===== src/rtl/mips_rf_pkg.sv =====
// Shared types and defaults for the OpenMIPS multi-port register file.
package mips_rf_pkg;

  localparam int DATA_W_DEF   = 32;
  localparam int ADDR_W_DEF   = 5;
  localparam int NUM_RD_DEF   = 3;
  localparam int ZERO_REG_DEF = 1;

  localparam logic [DATA_W_DEF-1:0] ZERO_WORD = '0;

  typedef enum logic {
    CLEAR = 1'b0,
    READY = 1'b1
  } rf_state_e;

endpackage


===== src/rtl/mips_regfile_mp_if.sv =====
// Decode/write-back side bus of the register file: two write ports, reserve, N read ports.
interface mips_regfile_mp_if
  import mips_rf_pkg::*;
#(
  parameter int DATA_W = DATA_W_DEF,
  parameter int ADDR_W = ADDR_W_DEF,
  parameter int NUM_RD = NUM_RD_DEF
);

  logic                       ready;
  logic                       we0;
  logic [ADDR_W-1:0]          waddr0;
  logic [DATA_W-1:0]          wdata0;
  logic                       we1;
  logic [ADDR_W-1:0]          waddr1;
  logic [DATA_W-1:0]          wdata1;
  logic                       rsv_en;
  logic [ADDR_W-1:0]          rsv_addr;
  logic [NUM_RD-1:0]          re;
  logic [NUM_RD*ADDR_W-1:0]   raddr;
  logic [NUM_RD*DATA_W-1:0]   rdata;
  logic [NUM_RD-1:0]          rbusy;

  modport master (
    output we0, waddr0, wdata0, we1, waddr1, wdata1, rsv_en, rsv_addr, re, raddr,
    input  ready, rdata, rbusy
  );

  modport slave (
    input  we0, waddr0, wdata0, we1, waddr1, wdata1, rsv_en, rsv_addr, re, raddr,
    output ready, rdata, rbusy
  );

endinterface


===== src/rtl/mips_rf_read_port.sv =====
// One read port: zero/enable gating, write-to-read forwarding and hazard (busy) flag.
module mips_rf_read_port
  import mips_rf_pkg::*;
#(
  parameter int DATA_W   = DATA_W_DEF,
  parameter int ADDR_W   = ADDR_W_DEF,
  parameter int ZERO_REG = ZERO_REG_DEF
) (
  input  logic              rst,
  input  rf_state_e         state,
  input  logic              re,
  input  logic [ADDR_W-1:0] addr,
  input  logic [DATA_W-1:0] word,
  input  logic              busy_bit,
  input  logic              we0,
  input  logic [ADDR_W-1:0] waddr0,
  input  logic [DATA_W-1:0] wdata0,
  input  logic              we1,
  input  logic [ADDR_W-1:0] waddr1,
  input  logic [DATA_W-1:0] wdata1,
  output logic [DATA_W-1:0] rdata,
  output logic              rbusy
);

  logic hit0, hit1, is_zero;

  assign hit0    = we0 && (waddr0 == addr);
  assign hit1    = we1 && (waddr1 == addr);
  assign is_zero = (ZERO_REG != 0) && (addr == '0);

  always_comb begin
    // NOTE: defaults first so every path assigns both outputs and no latch is inferred.
    rdata = DATA_W'(ZERO_WORD);
    rbusy = 1'b0;
    if (!rst && state == READY && re && !is_zero) begin
      if (hit1)      rdata = wdata1;
      else if (hit0) rdata = wdata0;
      else           rdata = word;
      // A write landing this cycle is forwarded, so it is no longer a hazard.
      rbusy = busy_bit && !(hit0 || hit1);
    end
  end

endmodule


===== src/rtl/mips_regfile_mp.sv =====
// Multi-port register file: storage, busy scoreboard, post-reset clear sequencer, read ports.
module mips_regfile_mp
  import mips_rf_pkg::*;
#(
  parameter int DATA_W   = DATA_W_DEF,
  parameter int ADDR_W   = ADDR_W_DEF,
  parameter int NUM_RD   = NUM_RD_DEF,
  parameter int ZERO_REG = ZERO_REG_DEF
) (
  input logic              clk,
  input logic              rst,
  mips_regfile_mp_if.slave bus
);

  localparam int DEPTH = 2 ** ADDR_W;

  rf_state_e         state;
  logic [ADDR_W-1:0] clr_idx;
  logic [DATA_W-1:0] regs [DEPTH];
  logic [DEPTH-1:0]  busy;
  logic              active, wr0, wr1, rsv;

  assign active = (state == READY) && !rst;
  assign wr0    = active && bus.we0 && !((ZERO_REG != 0) && (bus.waddr0 == '0));
  assign wr1    = active && bus.we1 && !((ZERO_REG != 0) && (bus.waddr1 == '0));
  assign rsv    = bus.rsv_en && !((ZERO_REG != 0) && (bus.rsv_addr == '0));

  assign bus.ready = (state == READY);

  always_ff @(posedge clk) begin
    if (rst) begin
      state   <= CLEAR;
      clr_idx <= '0;
    end else if (state == CLEAR) begin
      clr_idx <= clr_idx + 1'b1;
      if (clr_idx == ADDR_W'(DEPTH - 1)) state <= READY;
    end
  end

  // NOTE: storage carries no reset; the clear sequencer zeroes one entry per cycle instead.
  always_ff @(posedge clk) begin
    if (!rst && state == CLEAR) begin
      regs[clr_idx] <= DATA_W'(ZERO_WORD);
    end else begin
      // NOTE: non-blocking, so the later port-1 assignment wins on an address collision.
      if (wr0) regs[bus.waddr0] <= bus.wdata0;
      if (wr1) regs[bus.waddr1] <= bus.wdata1;
    end
  end

  // Reserve is applied after the write clears so a same-cycle reserve leaves the bit set.
  always_ff @(posedge clk) begin
    if (rst) begin
      busy <= '0;
    end else if (state == READY) begin
      if (bus.we0) busy[bus.waddr0]   <= 1'b0;
      if (bus.we1) busy[bus.waddr1]   <= 1'b0;
      if (rsv)     busy[bus.rsv_addr] <= 1'b1;
    end
  end

  for (genvar i = 0; i < NUM_RD; i++) begin : g_rd
    logic [ADDR_W-1:0] addr;
    logic [DATA_W-1:0] port_data;
    logic              port_busy;

    assign addr = bus.raddr[i*ADDR_W +: ADDR_W];

    mips_rf_read_port #(
      .DATA_W  (DATA_W),
      .ADDR_W  (ADDR_W),
      .ZERO_REG(ZERO_REG)
    ) u_port (
      .rst     (rst),
      .state   (state),
      .re      (bus.re[i]),
      .addr    (addr),
      .word    (regs[addr]),
      .busy_bit(busy[addr]),
      .we0     (bus.we0),
      .waddr0  (bus.waddr0),
      .wdata0  (bus.wdata0),
      .we1     (bus.we1),
      .waddr1  (bus.waddr1),
      .wdata1  (bus.wdata1),
      .rdata   (port_data),
      .rbusy   (port_busy)
    );

    assign bus.rdata[i*DATA_W +: DATA_W] = port_data;
    assign bus.rbusy[i]                  = port_busy;
  end

endmodule

===== src/flat_wrapper.sv =====
// flat-port wrapper written by rule: the top's interface ports become plain ports
module mips_regfile_mp_flat import mips_rf_pkg::*;
#(
  parameter int DATA_W   = DATA_W_DEF,
  parameter int ADDR_W   = ADDR_W_DEF,
  parameter int NUM_RD   = NUM_RD_DEF,
  parameter int ZERO_REG = ZERO_REG_DEF
)
  (clk, rst, bus_we0, bus_waddr0, bus_wdata0, bus_we1, bus_waddr1, bus_wdata1, bus_rsv_en, bus_rsv_addr, bus_re, bus_raddr, bus_ready, bus_rdata, bus_rbusy);
  mips_regfile_mp_if #(.DATA_W(DATA_W), .ADDR_W(ADDR_W), .NUM_RD(NUM_RD)) bus_i ();
  input logic clk;
  input logic rst;
  input wire logic [$bits(bus_i.we0)-1:0] bus_we0;
  input wire logic [$bits(bus_i.waddr0)-1:0] bus_waddr0;
  input wire logic [$bits(bus_i.wdata0)-1:0] bus_wdata0;
  input wire logic [$bits(bus_i.we1)-1:0] bus_we1;
  input wire logic [$bits(bus_i.waddr1)-1:0] bus_waddr1;
  input wire logic [$bits(bus_i.wdata1)-1:0] bus_wdata1;
  input wire logic [$bits(bus_i.rsv_en)-1:0] bus_rsv_en;
  input wire logic [$bits(bus_i.rsv_addr)-1:0] bus_rsv_addr;
  input wire logic [$bits(bus_i.re)-1:0] bus_re;
  input wire logic [$bits(bus_i.raddr)-1:0] bus_raddr;
  output wire logic [$bits(bus_i.ready)-1:0] bus_ready;
  output wire logic [$bits(bus_i.rdata)-1:0] bus_rdata;
  output wire logic [$bits(bus_i.rbusy)-1:0] bus_rbusy;
  assign bus_i.we0 = bus_we0;
  assign bus_i.waddr0 = bus_waddr0;
  assign bus_i.wdata0 = bus_wdata0;
  assign bus_i.we1 = bus_we1;
  assign bus_i.waddr1 = bus_waddr1;
  assign bus_i.wdata1 = bus_wdata1;
  assign bus_i.rsv_en = bus_rsv_en;
  assign bus_i.rsv_addr = bus_rsv_addr;
  assign bus_i.re = bus_re;
  assign bus_i.raddr = bus_raddr;
  assign bus_ready = bus_i.ready;
  assign bus_rdata = bus_i.rdata;
  assign bus_rbusy = bus_i.rbusy;
  mips_regfile_mp #(.DATA_W(DATA_W), .ADDR_W(ADDR_W), .NUM_RD(NUM_RD), .ZERO_REG(ZERO_REG)) u_core (.clk(clk), .rst(rst), .bus(bus_i));
endmodule

===== config.mk =====
export PLATFORM = sky130hd
export DESIGN_NAME = mips_regfile_mp_flat
export DESIGN_NICKNAME = d
export VERILOG_FILES = /design/src/rtl/mips_rf_pkg.sv /design/src/rtl/mips_regfile_mp_if.sv /design/src/rtl/mips_rf_read_port.sv /design/src/rtl/mips_regfile_mp.sv /design/src/flat_wrapper.sv
export SDC_FILE = /design/constraint.sdc
export NUM_CORES = 2
export LEC_CHECK = 0
export BUFFER_PORTS_ARGS = -buffer_cell sky130_fd_sc_hd__buf_4
export CAP_MARGIN = 5
export CORE_ASPECT_RATIO = 1.1
export CORE_UTILIZATION = 45
export DETAILED_ROUTE_END_ITERATION = 8
export PLACE_DENSITY = 0.68
export SYNTH_ARGS = -nofsm -noshare
export SYNTH_HDL_FRONTEND = slang
export SYNTH_SLANG_ARGS = --single-unit

===== constraint.sdc =====
create_clock -name clk -period 6.3 [get_ports clk]
set_input_delay 1.26 -clock clk [delete_from_list [all_inputs] [get_ports clk]]
set_output_delay 1.26 -clock clk [all_outputs]
set_load 0.02 [all_outputs]

==> results.txt <==
Worst Setup EP -> bus_rdata[85]
Total Power -> 16.3 mW
Worst r2r dst -> u_core.regs[17][14]
Antenna Nets Post-Route -> 0
Critical Path RT -> 5.04 ns
Setup crit start -> rst
Rel. slew slack -> 0.0722
Number of hold buffers added after CTS -> 0
Yosys reg bits -> 1062
Worst Path Class, Setup -> primary input to output pin
Wire per inst -> 35.7 um
PortBufs -> 201
Root buffer cell -> clkbuf_16
Total Die Area -> 0.157 mm^2
Max clock buf depth -> 3
Congestion Overflow GR -> 0
DP Area -> 0.0736 mm^2
Area of the mapped netlist -> 0.0700 mm^2
Critical path's slowest cell -> o31ai_1
Largest family of logic cells by synthesized area -> multiplexers
CP top delay family -> simple AND/OR/NAND/NOR gates
Vias -> 56300
R2r startpoint -> u_core.bus.ready
Setup TNS -> 0 ns
Status -> completed
Overall routed net length -> 273000 um
RSZ-0062 raised after global routing -> no
Gpl congestion -> 0.920
Starting Density -> 0.454
Max-slew violation count -> 0
Post-synth EDFFs -> 1024
Achievable Freq -> 0.166 GHz
Core Util, Final -> 0.502
Final instance count without filler cells -> 7657
Pre-CTS WS -> 0.554 ns
Io pins -> 202
Postcts setup bufs -> 0
Fin nets -> 5592
Pleak -> 22.4 nW
WP data arrival -> 4.77 ns
Largest net degree at the start of global routing -> 71
Clk pin slew, worst setup/hold paths -> 0.07 ns
Most common cell on crit path -> buf_4
Critical Path Fanout Max -> 17
Area delta synth->final -> 10.4%
Global-route usage over all layers -> 0.344
XOR/XNOR share of the synthesized area -> 0.00400
Simple-gate share of the synthesized area -> 0.0869
Die Y -> 416 um
CP peak stage delay -> 0.93 ns
Crit path depth -> 7
Clock period minus worst slack -> 6.03 ns
WP buf/inv -> 3
Hold slack -> 0.503 ns
Fraction of registers with async set/reset -> 0
Yosys cell types -> 59
Yosys warning total -> 0
Vias in the first global route -> 53900
Synth Net Count -> 5839
CTS Buf Count -> 109
Cells after Synth -> 5735
Num Clock Sinks -> 1062
Crit path capture type -> output pin
Pwr dens -> 210 mW/mm^2
Worst-Margin Slew -> 1.38 ns
TritonCTS clock tree -> yes
Die Span X -> 378 um
R2R depth -> 8
Clock Skew -> 0.0512 ns
Dpl cells -> 7442
R2R setup slack -> 2.56 ns
Share of layout cells above drive strength 1 -> 0.281
Final period util -> 0.957
Core ar. -> 0.154 mm^2
Residual DRC -> 0
Max-cap violations -> 0
Global-route wire length before repair -> 387000 um
CTS-repair resized insts -> 0
Worst-skew pair later-pin latency -> 0.78 ns
Fin. Hold Viols -> 0
Class of the worst hold path -> register to register
Hpwl dp -> 157000 um
Area share of fa/ha/maj cells after synthesis -> 0.000357
Final Cell Area -> 0.0773 mm^2
Starting DRC count in detailed routing -> 10400
H-tree depth -> 3
Critical Path, Cell by Cell -> buf_4, nor2b_1, nand3_1, nand2b_2, buf_4, o31ai_1, buf_4
Synthesized area per cell -> 12.2 um^2
PnR worst setup slack -> 0.270 ns
VDD IR max -> 0.000217 V
Post-synthesis mux area share -> 0.297
Initial antenna violation count -> 5
Seq/Total Area, Yosys -> 0.450
First drt pass iteration count -> 9
Endpoints failing setup -> 0
Top_reg_cell synth -> edfxtp_1
Row count -> 151
Synth Area in Compound Gates -> 0.113
Startpoint type of the worst setup path -> primary input
Vias per inst -> 7.35
cells in the final DEF, fill, tap and decap left out, drive strengths merged, types with 13 or more instances in the layout:
cell and n:
a22oi 128, nor2b 16, mux4 906, nand3 58, mux2i 34, nor3 19
edfxtp 1024, inv 45, o22ai 62, nor2 103, xor2 17, o21ai 1040
clkinv 45, a222oi 62, nand3b 13, bufinv 14, o31ai 31, nand2 1263
xnor2 15, clkbuf 132, a32o 16, buf 392, dfxtp 38
kinds of logic after synthesis:
group                      after synthesis
muxes                                  943
DFF                                   1062
and+or+nand+nor                       1523
adders and majority gates                2
AOI/OAI and AO/OA                     1383
buffers and inverters                  790
xor gates and xnor gates                32
how the worst min path moves through the flow:
stage / start / to / cells after the start
3_3_place_gp: u_core.busy[17] / u_core.busy[17] / 2
2_1_floorplan: u_core.busy[17] / u_core.busy[17] / 2
3_5_place_dp: u_core.busy[17] / u_core.busy[17] / 2
5_1_grt: u_core.busy[17] / u_core.busy[17] / 2
6_report: u_core.busy[17] / u_core.busy[17] / 2
4_1_cts: u_core.busy[17] / u_core.busy[17] / 2
worst reg2reg max path, cell delays in order (launching register included):
cell     delay [ns]
dfxtp_1        0.32
nor2b_1        0.44
buf_4          0.28
o311a_2        0.20
buf_4          0.41
nand2_1        0.10
o32a_1         0.52
o22ai_4        0.23
buf_4          0.80
area by class of cell:
cell class,count,area [um^2]
well taps,2065,2580
fillers,13000,76800
flip-flops and latches,1062,31500
inverters,40,150
clock inverters,74,812
diodes,9,22.5
repair buffers,392,3480
clock buffers,132,2920
multi-input cells,3883,35900
synthesized netlist by cell type, drive strengths merged (8+ instances only):
| cell type | n | area [um^2] |
|---|---|---|
| nand2 | 1263 | 4740 |
| o21ai | 1040 | 5200 |
| edfxtp | 1024 | 30700 |
| mux4 | 906 | 20400 |
| clkbuf | 504 | 1930 |
| buf | 246 | 1360 |
| a22oi | 128 | 961 |
| nor2 | 103 | 412 |
| a222oi | 62 | 621 |
| o22ai | 62 | 388 |
| nand3 | 58 | 290 |
| inv | 40 | 150 |
| dfxtp | 38 | 761 |
| mux2i | 34 | 340 |
| o31ai | 31 | 233 |
| nor3 | 19 | 95.1 |
| xor2 | 17 | 149 |
| a32o | 16 | 160 |
| nor2b | 16 | 100 |
| xnor2 | 15 | 131 |
| nand3b | 13 | 97.6 |
| nor4 | 8 | 50.1 |
state kept, by name, indices dropped and copies added (netlist names):
register,count
u_core.bus.ready,1
u_core.clr_idx,5
u_core.busy,32
u_core.regs,1024
where the power goes:
group	internal, mW	total (mW)	switching, mW
clock	3.89	6.93	3.04
combinational	0.667	1.62	0.957
sequential	7.68	7.71	0.0364
total	12.2	16.3	4.04
routing by layer:
| layer | GRT usage | wire length, um | up-vias |
|---|---|---|---|
| met4 | 0.259 | 24500 | 6 |
| li1 | - | - | 22000 |
| met1 | 0.418 | 83200 | 27200 |
| met2 | 0.513 | 121000 | 5793 |
| met3 | 0.108 | 44000 | 1318 |
| met5 | 0.00340 | 42 | - |
Power figures use the tool's default switching activity.
